[src/rtl/avalon_reg_bridge_pkg.sv]
// Shared definitions for the Avalon-MM register bridge.
//   RSP_OKAY / RSP_SLVERR : avs_response encodings.
//   stage_t               : one command-pipeline stage. Fields are sized to
//                           package maxima so the type is parameter-free; the
//                           bridge zero-extends into them and uses the low bits.
package avalon_reg_bridge_pkg;

  localparam logic [1:0] RSP_OKAY   = 2'b00;
  localparam logic [1:0] RSP_SLVERR = 2'b10;

  localparam int unsigned MAX_ADDR_WIDTH = 16;
  localparam int unsigned MAX_DATA_WIDTH = 256;

  typedef struct packed {
    logic                          valid;
    logic                          read;
    logic                          write;
    logic                          addr_ok;
    logic [MAX_ADDR_WIDTH-1:0]     addr;
    logic [MAX_DATA_WIDTH-1:0]     data;
    logic [MAX_DATA_WIDTH/8-1:0]   byteen;
  } stage_t;

endpackage

[src/rtl/avalon_reg_bridge_if.sv]
// Avalon-MM slave bus bundle for avalon_reg_bridge.
//   master : drives read/write/address/writedata/byteenable, sees the response.
//   slave  : the bridge side (waitrequest, readdatavalid, readdata, response).
interface avalon_reg_bridge_if #(
  parameter int unsigned ADDR_WIDTH = 4,
  parameter int unsigned DATA_WIDTH = 32
);

  logic                    avs_read;
  logic                    avs_write;
  logic [ADDR_WIDTH-1:0]   avs_address;
  logic [DATA_WIDTH-1:0]   avs_writedata;
  logic [DATA_WIDTH/8-1:0] avs_byteenable;
  logic                    avs_waitrequest;
  logic                    avs_readdatavalid;
  logic [DATA_WIDTH-1:0]   avs_readdata;
  logic [1:0]              avs_response;

  modport master (
    output avs_read, avs_write, avs_address, avs_writedata, avs_byteenable,
    input  avs_waitrequest, avs_readdatavalid, avs_readdata, avs_response
  );

  modport slave (
    input  avs_read, avs_write, avs_address, avs_writedata, avs_byteenable,
    output avs_waitrequest, avs_readdatavalid, avs_readdata, avs_response
  );

endinterface

[src/rtl/avalon_reg_bridge_stage.sv]
// reg_bridge_stage: one stallable stage of the bridge command pipeline.
//   clk, reset : clock, asynchronous active-high reset (clears the stage)
//   adv_i      : load d_i this cycle; otherwise hold
//   d_i / q_o  : stage input / registered stage contents
module reg_bridge_stage
  import avalon_reg_bridge_pkg::*;
(
  input  logic   clk,
  input  logic   reset,
  input  logic   adv_i,
  input  stage_t d_i,
  output stage_t q_o
);

  stage_t q_q;

  always_ff @(posedge clk or posedge reset) begin
    if (reset) begin
      q_q <= '0;
    end else if (adv_i) begin
      q_q <= d_i;
    end
  end

  assign q_o = q_q;

endmodule

[src/rtl/avalon_reg_bridge.sv]
// avalon_reg_bridge: Avalon-MM slave to a bank of REGS simple registers.
//   clk, reset     : clock, asynchronous active-high reset
//   bus (slave)    : Avalon-MM command/response; waitrequest mirrors reg_busy
//   reg_write_en   : one-hot write strobe, with reg_wdata / reg_byteen
//   reg_read_en    : one-hot read strobe; reg_rdata sampled in the same cycle
//   reg_rdata      : register i at [i*DATA_WIDTH +: DATA_WIDTH]
//   reg_busy       : register-side stall, freezes the command pipeline
//   err_sticky     : set by any out-of-range or read+write command
// A command accepted in cycle N strobes in N+LATENCY-1 and a read returns
// its data in N+LATENCY, each delayed by one cycle per stalled cycle.
module avalon_reg_bridge
  import avalon_reg_bridge_pkg::*;
#(
  parameter int unsigned REGS       = 9,
  parameter int unsigned DATA_WIDTH = 32,
  parameter int unsigned LATENCY    = 1,
  parameter int unsigned ADDR_WIDTH = (REGS > 1) ? $clog2(REGS) : 1
) (
  input  logic                         clk,
  input  logic                         reset,
  avalon_reg_bridge_if.slave           bus,
  output logic [REGS-1:0]              reg_write_en,
  output logic [REGS-1:0]              reg_read_en,
  output logic [DATA_WIDTH-1:0]        reg_wdata,
  output logic [DATA_WIDTH/8-1:0]      reg_byteen,
  input  logic [REGS*DATA_WIDTH-1:0]   reg_rdata,
  input  logic                         reg_busy,
  output logic                         err_sticky
);

  localparam int unsigned BE_W = DATA_WIDTH / 8;

  logic                  accept;
  logic                  fire;
  logic [ADDR_WIDTH-1:0] saddr;
  logic [DATA_WIDTH-1:0] rdata_sel;
  logic                  err_q;
  stage_t                cmd;
  stage_t                strb;
  stage_t                resp_d;
  stage_t                resp_q;
  stage_t                stg_q [LATENCY];

  assign bus.avs_waitrequest = reg_busy;
  assign accept = (bus.avs_read | bus.avs_write) & ~reg_busy;

  // Read+write together is executed as a write only.
  always_comb begin
    cmd         = '0;
    cmd.valid   = accept;
    cmd.write   = bus.avs_write;
    cmd.read    = bus.avs_read & ~bus.avs_write;
    cmd.addr_ok = ({1'b0, bus.avs_address} < (ADDR_WIDTH+1)'(REGS));
    cmd.addr    = MAX_ADDR_WIDTH'(bus.avs_address);
    cmd.data    = MAX_DATA_WIDTH'(bus.avs_writedata);
    cmd.byteen  = (MAX_DATA_WIDTH/8)'(bus.avs_byteenable);
  end

  // Strobes come from the input of the last stage: the raw command when
  // LATENCY is 1, otherwise the output of the second-to-last stage.
  if (LATENCY == 1) begin : g_direct
    assign strb = cmd;
  end else begin : g_piped
    assign strb = stg_q[LATENCY-2];
  end

  // The last stage is the response register. It reloads every cycle and
  // takes a bubble while stalled, so a read beat is presented for exactly
  // one cycle even if reg_busy rises while it is on the bus.
  for (genvar k = 0; k < LATENCY; k++) begin : g_stage
    stage_t d;
    logic   adv;
    if (k == LATENCY - 1) begin : g_last
      assign d   = resp_d;
      assign adv = 1'b1;
    end else if (k == 0) begin : g_first
      assign d   = cmd;
      assign adv = ~reg_busy;
    end else begin : g_mid
      assign d   = stg_q[k-1];
      assign adv = ~reg_busy;
    end
    reg_bridge_stage u_stage (
      .clk   (clk),
      .reset (reset),
      .adv_i (adv),
      .d_i   (d),
      .q_o   (stg_q[k])
    );
  end

  assign fire  = strb.valid & ~reg_busy;
  assign saddr = strb.addr[ADDR_WIDTH-1:0];

  always_comb begin
    reg_write_en = '0;
    reg_read_en  = '0;
    reg_wdata    = '0;
    reg_byteen   = '0;
    rdata_sel    = '0;
    if (fire && strb.addr_ok) begin
      if (strb.write) begin
        reg_write_en[saddr] = 1'b1;
        reg_wdata           = strb.data[DATA_WIDTH-1:0];
        reg_byteen          = strb.byteen[BE_W-1:0];
      end else if (strb.read) begin
        reg_read_en[saddr] = 1'b1;
        rdata_sel          = reg_rdata[saddr*DATA_WIDTH +: DATA_WIDTH];
      end
    end
  end

  // Only reads produce a response beat; out-of-range reads carry zero data.
  always_comb begin
    resp_d         = '0;
    resp_d.valid   = fire & strb.read;
    resp_d.read    = fire & strb.read;
    resp_d.addr_ok = strb.addr_ok;
    resp_d.data    = MAX_DATA_WIDTH'(rdata_sel);
  end

  assign resp_q                = stg_q[LATENCY-1];
  assign bus.avs_readdatavalid = resp_q.valid;
  assign bus.avs_readdata      = resp_q.valid ? resp_q.data[DATA_WIDTH-1:0] : '0;
  assign bus.avs_response      = (resp_q.valid & ~resp_q.addr_ok) ? RSP_SLVERR : RSP_OKAY;

  always_ff @(posedge clk or posedge reset) begin
    if (reset) begin
      err_q <= 1'b0;
    end else if (accept && ((bus.avs_read && bus.avs_write) || !cmd.addr_ok)) begin
      err_q <= 1'b1;
    end
  end

  assign err_sticky = err_q;

endmodule

[src/flat_wrapper.sv]
// flat-port wrapper written by rule: the top's interface ports become plain ports
module avalon_reg_bridge_flat import avalon_reg_bridge_pkg::*;
#(
  parameter int unsigned REGS       = 9,
  parameter int unsigned DATA_WIDTH = 32,
  parameter int unsigned LATENCY    = 1,
  parameter int unsigned ADDR_WIDTH = (REGS > 1) ? $clog2(REGS) : 1
)
  (clk, reset, reg_write_en, reg_read_en, reg_wdata, reg_byteen, reg_rdata, reg_busy, err_sticky, bus_avs_read, bus_avs_write, bus_avs_address, bus_avs_writedata, bus_avs_byteenable, bus_avs_waitrequest, bus_avs_readdatavalid, bus_avs_readdata, bus_avs_response);
  avalon_reg_bridge_if #(.ADDR_WIDTH(ADDR_WIDTH), .DATA_WIDTH(DATA_WIDTH)) bus_i ();
  input  logic clk;
  input  logic reset;
  output logic [REGS-1:0] reg_write_en;
  output logic [REGS-1:0] reg_read_en;
  output logic [DATA_WIDTH-1:0] reg_wdata;
  output logic [DATA_WIDTH/8-1:0] reg_byteen;
  input  logic [REGS*DATA_WIDTH-1:0] reg_rdata;
  input  logic reg_busy;
  output logic err_sticky;
  input wire logic [$bits(bus_i.avs_read)-1:0] bus_avs_read;
  input wire logic [$bits(bus_i.avs_write)-1:0] bus_avs_write;
  input wire logic [$bits(bus_i.avs_address)-1:0] bus_avs_address;
  input wire logic [$bits(bus_i.avs_writedata)-1:0] bus_avs_writedata;
  input wire logic [$bits(bus_i.avs_byteenable)-1:0] bus_avs_byteenable;
  output wire logic [$bits(bus_i.avs_waitrequest)-1:0] bus_avs_waitrequest;
  output wire logic [$bits(bus_i.avs_readdatavalid)-1:0] bus_avs_readdatavalid;
  output wire logic [$bits(bus_i.avs_readdata)-1:0] bus_avs_readdata;
  output wire logic [$bits(bus_i.avs_response)-1:0] bus_avs_response;
  assign bus_i.avs_read = bus_avs_read;
  assign bus_i.avs_write = bus_avs_write;
  assign bus_i.avs_address = bus_avs_address;
  assign bus_i.avs_writedata = bus_avs_writedata;
  assign bus_i.avs_byteenable = bus_avs_byteenable;
  assign bus_avs_waitrequest = bus_i.avs_waitrequest;
  assign bus_avs_readdatavalid = bus_i.avs_readdatavalid;
  assign bus_avs_readdata = bus_i.avs_readdata;
  assign bus_avs_response = bus_i.avs_response;
  avalon_reg_bridge #(.REGS(REGS), .DATA_WIDTH(DATA_WIDTH), .LATENCY(LATENCY), .ADDR_WIDTH(ADDR_WIDTH)) u_core (.clk(clk), .reset(reset), .bus(bus_i), .reg_write_en(reg_write_en), .reg_read_en(reg_read_en), .reg_wdata(reg_wdata), .reg_byteen(reg_byteen), .reg_rdata(reg_rdata), .reg_busy(reg_busy), .err_sticky(err_sticky));
endmodule
[config.mk]
export PLATFORM = sky130hd
export DESIGN_NAME = avalon_reg_bridge_flat
export DESIGN_NICKNAME = d
export VERILOG_FILES = /design/src/rtl/avalon_reg_bridge_pkg.sv /design/src/rtl/avalon_reg_bridge_if.sv /design/src/rtl/avalon_reg_bridge_stage.sv /design/src/rtl/avalon_reg_bridge.sv /design/src/flat_wrapper.sv
export SDC_FILE = /design/constraint.sdc
export NUM_CORES = 1
export LEC_CHECK = 0
export BUFFER_PORTS_ARGS = -buffer_cell sky130_fd_sc_hd__buf_2
export CORE_AREA = 2 2 165 167
export DETAILED_ROUTE_END_ITERATION = 8
export DIE_AREA = 0 0 167 169
export HOLD_SLACK_MARGIN = 0.08
export PLACE_DENSITY = 0.44
export SLEW_MARGIN = 5
export SYNTH_ARGS = -nofsm -noshare
export SYNTH_HDL_FRONTEND = slang
export SYNTH_SLANG_ARGS = --single-unit
[constraint.sdc]
create_clock -name clk -period 2.8 [get_ports clk]
set_clock_uncertainty 0.2 [all_clocks]
set_input_delay 0.7 -clock clk [delete_from_list [all_inputs] [get_ports clk]]
set_output_delay 0.7 -clock clk [all_outputs]
set_load 0.02 [all_outputs]
==> impl_metrics.csv <==
group,metric,value,unit
global_routing,grt_pass1_wl,27590,um
power,powerDensity,272.6,nW/um2
routing,drt-total-wl,18780,um
worst_setup_path,path_buf_inv,4,
routing,drtIter0Drc,187,
worst_hold_path,min_path_type,"in -> async",
worst_setup_path,crit_type,"in -> out",
worst_setup_path,slowest_stage,"o31a_1",
global_routing,grt_pass1_vias,4773,
place,place_hpwl,15520,um
cells_and_area,drive_above_1_share,72.64,%
worst_setup_path,rrSetupSlack,1.92,ns
floorplanning,fp.dieW,167,um
yosys,avgSynthCellArea,11.87,um2
timing,max_slew.worst_pin.slew,0.8486,ns
floorplanning,boundaryPins,424,
worst_setup_path,critical_path_cell_count,6,
cells_and_area,num_antenna_cells,0,
yosys,ys_types,23,
timing,finalSetupViolCount,0,
timing,min_period,2.695,ns
timing,slew_viol_final,0,
timing,hold_viol,0,
cells_and_area,final_common_cell,"buf_2",
place,io_buffer_count,422,
place,dp_cells,1053,
timing,slew_headroom,43.43,%
floorplanning,start_util,14.16,%
timing,fin_ws,0.1055,ns
timing,fmax,371.1,MHz
clocking,cts-buffers-inserted,5,
worst_setup_path,timing.rr.end,"u_core.err_sticky",
global_routing,grt_antenna_before_repair,0,
yosys,ys_seq_elements,35,
worst_setup_path,cp_top_family,"buffers and inverters",
cells_and_area,final_cell_mix,"420 x buf_2, 70 x and3_1, 64 x mux4_2",
cells_and_area,fin_cells,1061,
global_routing,grt_util_met2,22.78,%
routing,route.detailed.drc,0,
global_routing,grt_overflow,0,
clocking,cts-root-buf,"clkbuf_16",
global_routing,grt_busiest_layer,"met2",
timing,setup_tns,0,ns
yosys,yosysWarnings,0,
clocking,cts_sinks,35,
worst_setup_path,worst_path_largest_cell_delay,0.31,ns
timing,fin_crit_sh,96.23,%
clocking,cts_max_path_buffers,2,
power,power_leakage,3.565,nW
clocking,cts_tree,"built",
clocking,clock_latency,0.28,ns
timing,grt_setup_unrepaired,"false",
worst_setup_path,crit_start,"bus_avs_address[0]",
global_routing,grt_start_max_net_pins,42,
worst_setup_path,critical_path_required,1.90,ns
flow_run,maxCapViolations,0,
routing,vias,4574,
clocking,clkSlewWorstSetupHoldPaths,0.06,ns
worst_setup_path,rr_startpoint,"u_core.err_sticky",
floorplanning,fp.dieH,169,um
yosys,syn-num-nets,649,
yosys,synthCells,316,
cells_and_area,fin_nets,1052,
global_routing,track_usage,12.68,%
worst_setup_path,critPathArrivalTime,1.79,ns
floorplanning,row_count,60,
routing,routedWlPerCell,17.70,um
place,place_congestion,0.7855,
clocking,cts.htree.levels,2,
worst_setup_path,critPathCaptureType,"output pin",
yosys,syn_area,3752,um2
routing,vias_per_cell,4.311,
place,place_ws,0.03605,ns
routing,antenna_left,0,
global_routing,grt_use_met3,2.315,%
worst_setup_path,path_common_cell,"buf_4",
floorplanning,core-area,26500,um2
floorplanning,die_area,28220,um2
global_routing,use_met1,15.72,%
worst_setup_path,cp-start-kind,"input pin",
yosys,ys_seq_area_share,23.34,%
worst_setup_path,path_max_fanout,17,
cells_and_area,area_growth,71.32,%
power,ir_worst_vdd,0.2113,mV
cells_and_area,fin_util,24.26,%
worst_setup_path,rr_worst_depth,2,
power,total_power,1.752,mW
outcome,status,"completed",
routing,firstDrtPassIters,4,
worst_setup_path,crit_chain,"buf_4 -> o31a_1 -> inv_2 -> buf_4 -> and3_1 -> buf_2",
[final cells by class]
class | instances | area (um2)
fillers | 2887 | 20070
multi-input cells | 234 | 2641
repair buffers | 441 | 2326
flip-flops and latches | 35 | 875.8
well taps | 341 | 426.7
clock buffers | 7 | 142.6
clock inverters | 1 | 8.758
inverters | 2 | 7.507
[timing repair]
item	CTS	global route
endpoints found under the setup margin	0	37
resized for setup	0	2
setup buffers	0	0
hold buffers	0	0
[cell families (layout without fill, tap and decap cells)]
group | after synthesis | in the layout | synth area share, %
other | 1 | 1 | 0.09994
buffers and inverters | 47 | 451 | 7.403
muxes | 64 | 64 | 38.41
DFF | 35 | 35 | 23.34
AOI/OAI and AO/OA | 36 | 36 | 9.170
and+or+nand+nor | 133 | 133 | 21.57
[synth_stat cells (all sizes together)]
| cell type | n | area, um2 |
|---|---|---|
| a21oi | 1 | 5.000 |
| a221o | 32 | 320.3 |
| clkbuf | 24 | 90.09 |
| nor2 | 8 | 30.03 |
| nand2 | 4 | 15.01 |
| inv | 2 | 7.510 |
| and4b | 2 | 20.02 |
| buf | 21 | 180.2 |
| mux4 | 64 | 1441 |
| nand2b | 4 | 25.02 |
| dfrtp | 35 | 875.8 |
| nor3b | 1 | 12.51 |
| and2 | 33 | 206.5 |
| and3 | 70 | 437.9 |
| conb | 1 | 3.750 |
| nor2b | 3 | 18.77 |
| o21ai | 2 | 10.01 |
| o31a | 1 | 8.760 |
| nor4 | 3 | 18.77 |
| nor3 | 5 | 25.02 |
[worst max path at each step]
stage                           end  slack [ns]
global route          reg_wdata[23]        0.02
finish                reg_wdata[24]        0.11
detailed placement    reg_byteen[2]        0.04
CTS                   reg_wdata[24]        0.03
floorplan           reg_write_en[5]       -0.06
global placement       reg_wdata[3]        0.08
[metrics by stage]
stage               area, um2  hold WS [ns]
floorplan                3776        0.3751
global placement         6274        0.2655
detailed placement       6274        0.2633
CTS                      6425        0.1762
global route             6429        0.1925
finish                   6429        0.1730
[state kept, by name, indices dropped and copies added, names as in the netlist]
register                    flops
u_core.err_sticky               1
u_core.g_stage.u_stage.q_o     34
[metal layers]
metal | share of wire, % | wire length, um | vias to the layer above
met5 | 0 | 0 | -
met4 | 1.3 | 239 | 0
met3 | 7.1 | 1332 | 15
met2 | 52 | 9683 | 235
met1 | 40 | 7524 | 2238
li1 | - | - | 2086
[report_power, final]
group,internal (mW),total [mW],switching [mW]
Clock,0.357,0.596,0.239
Combinational,0.372,0.635,0.263
Sequential,0.518,0.522,0.00341
No activity file was read; power rests on OpenSTA's default activity.
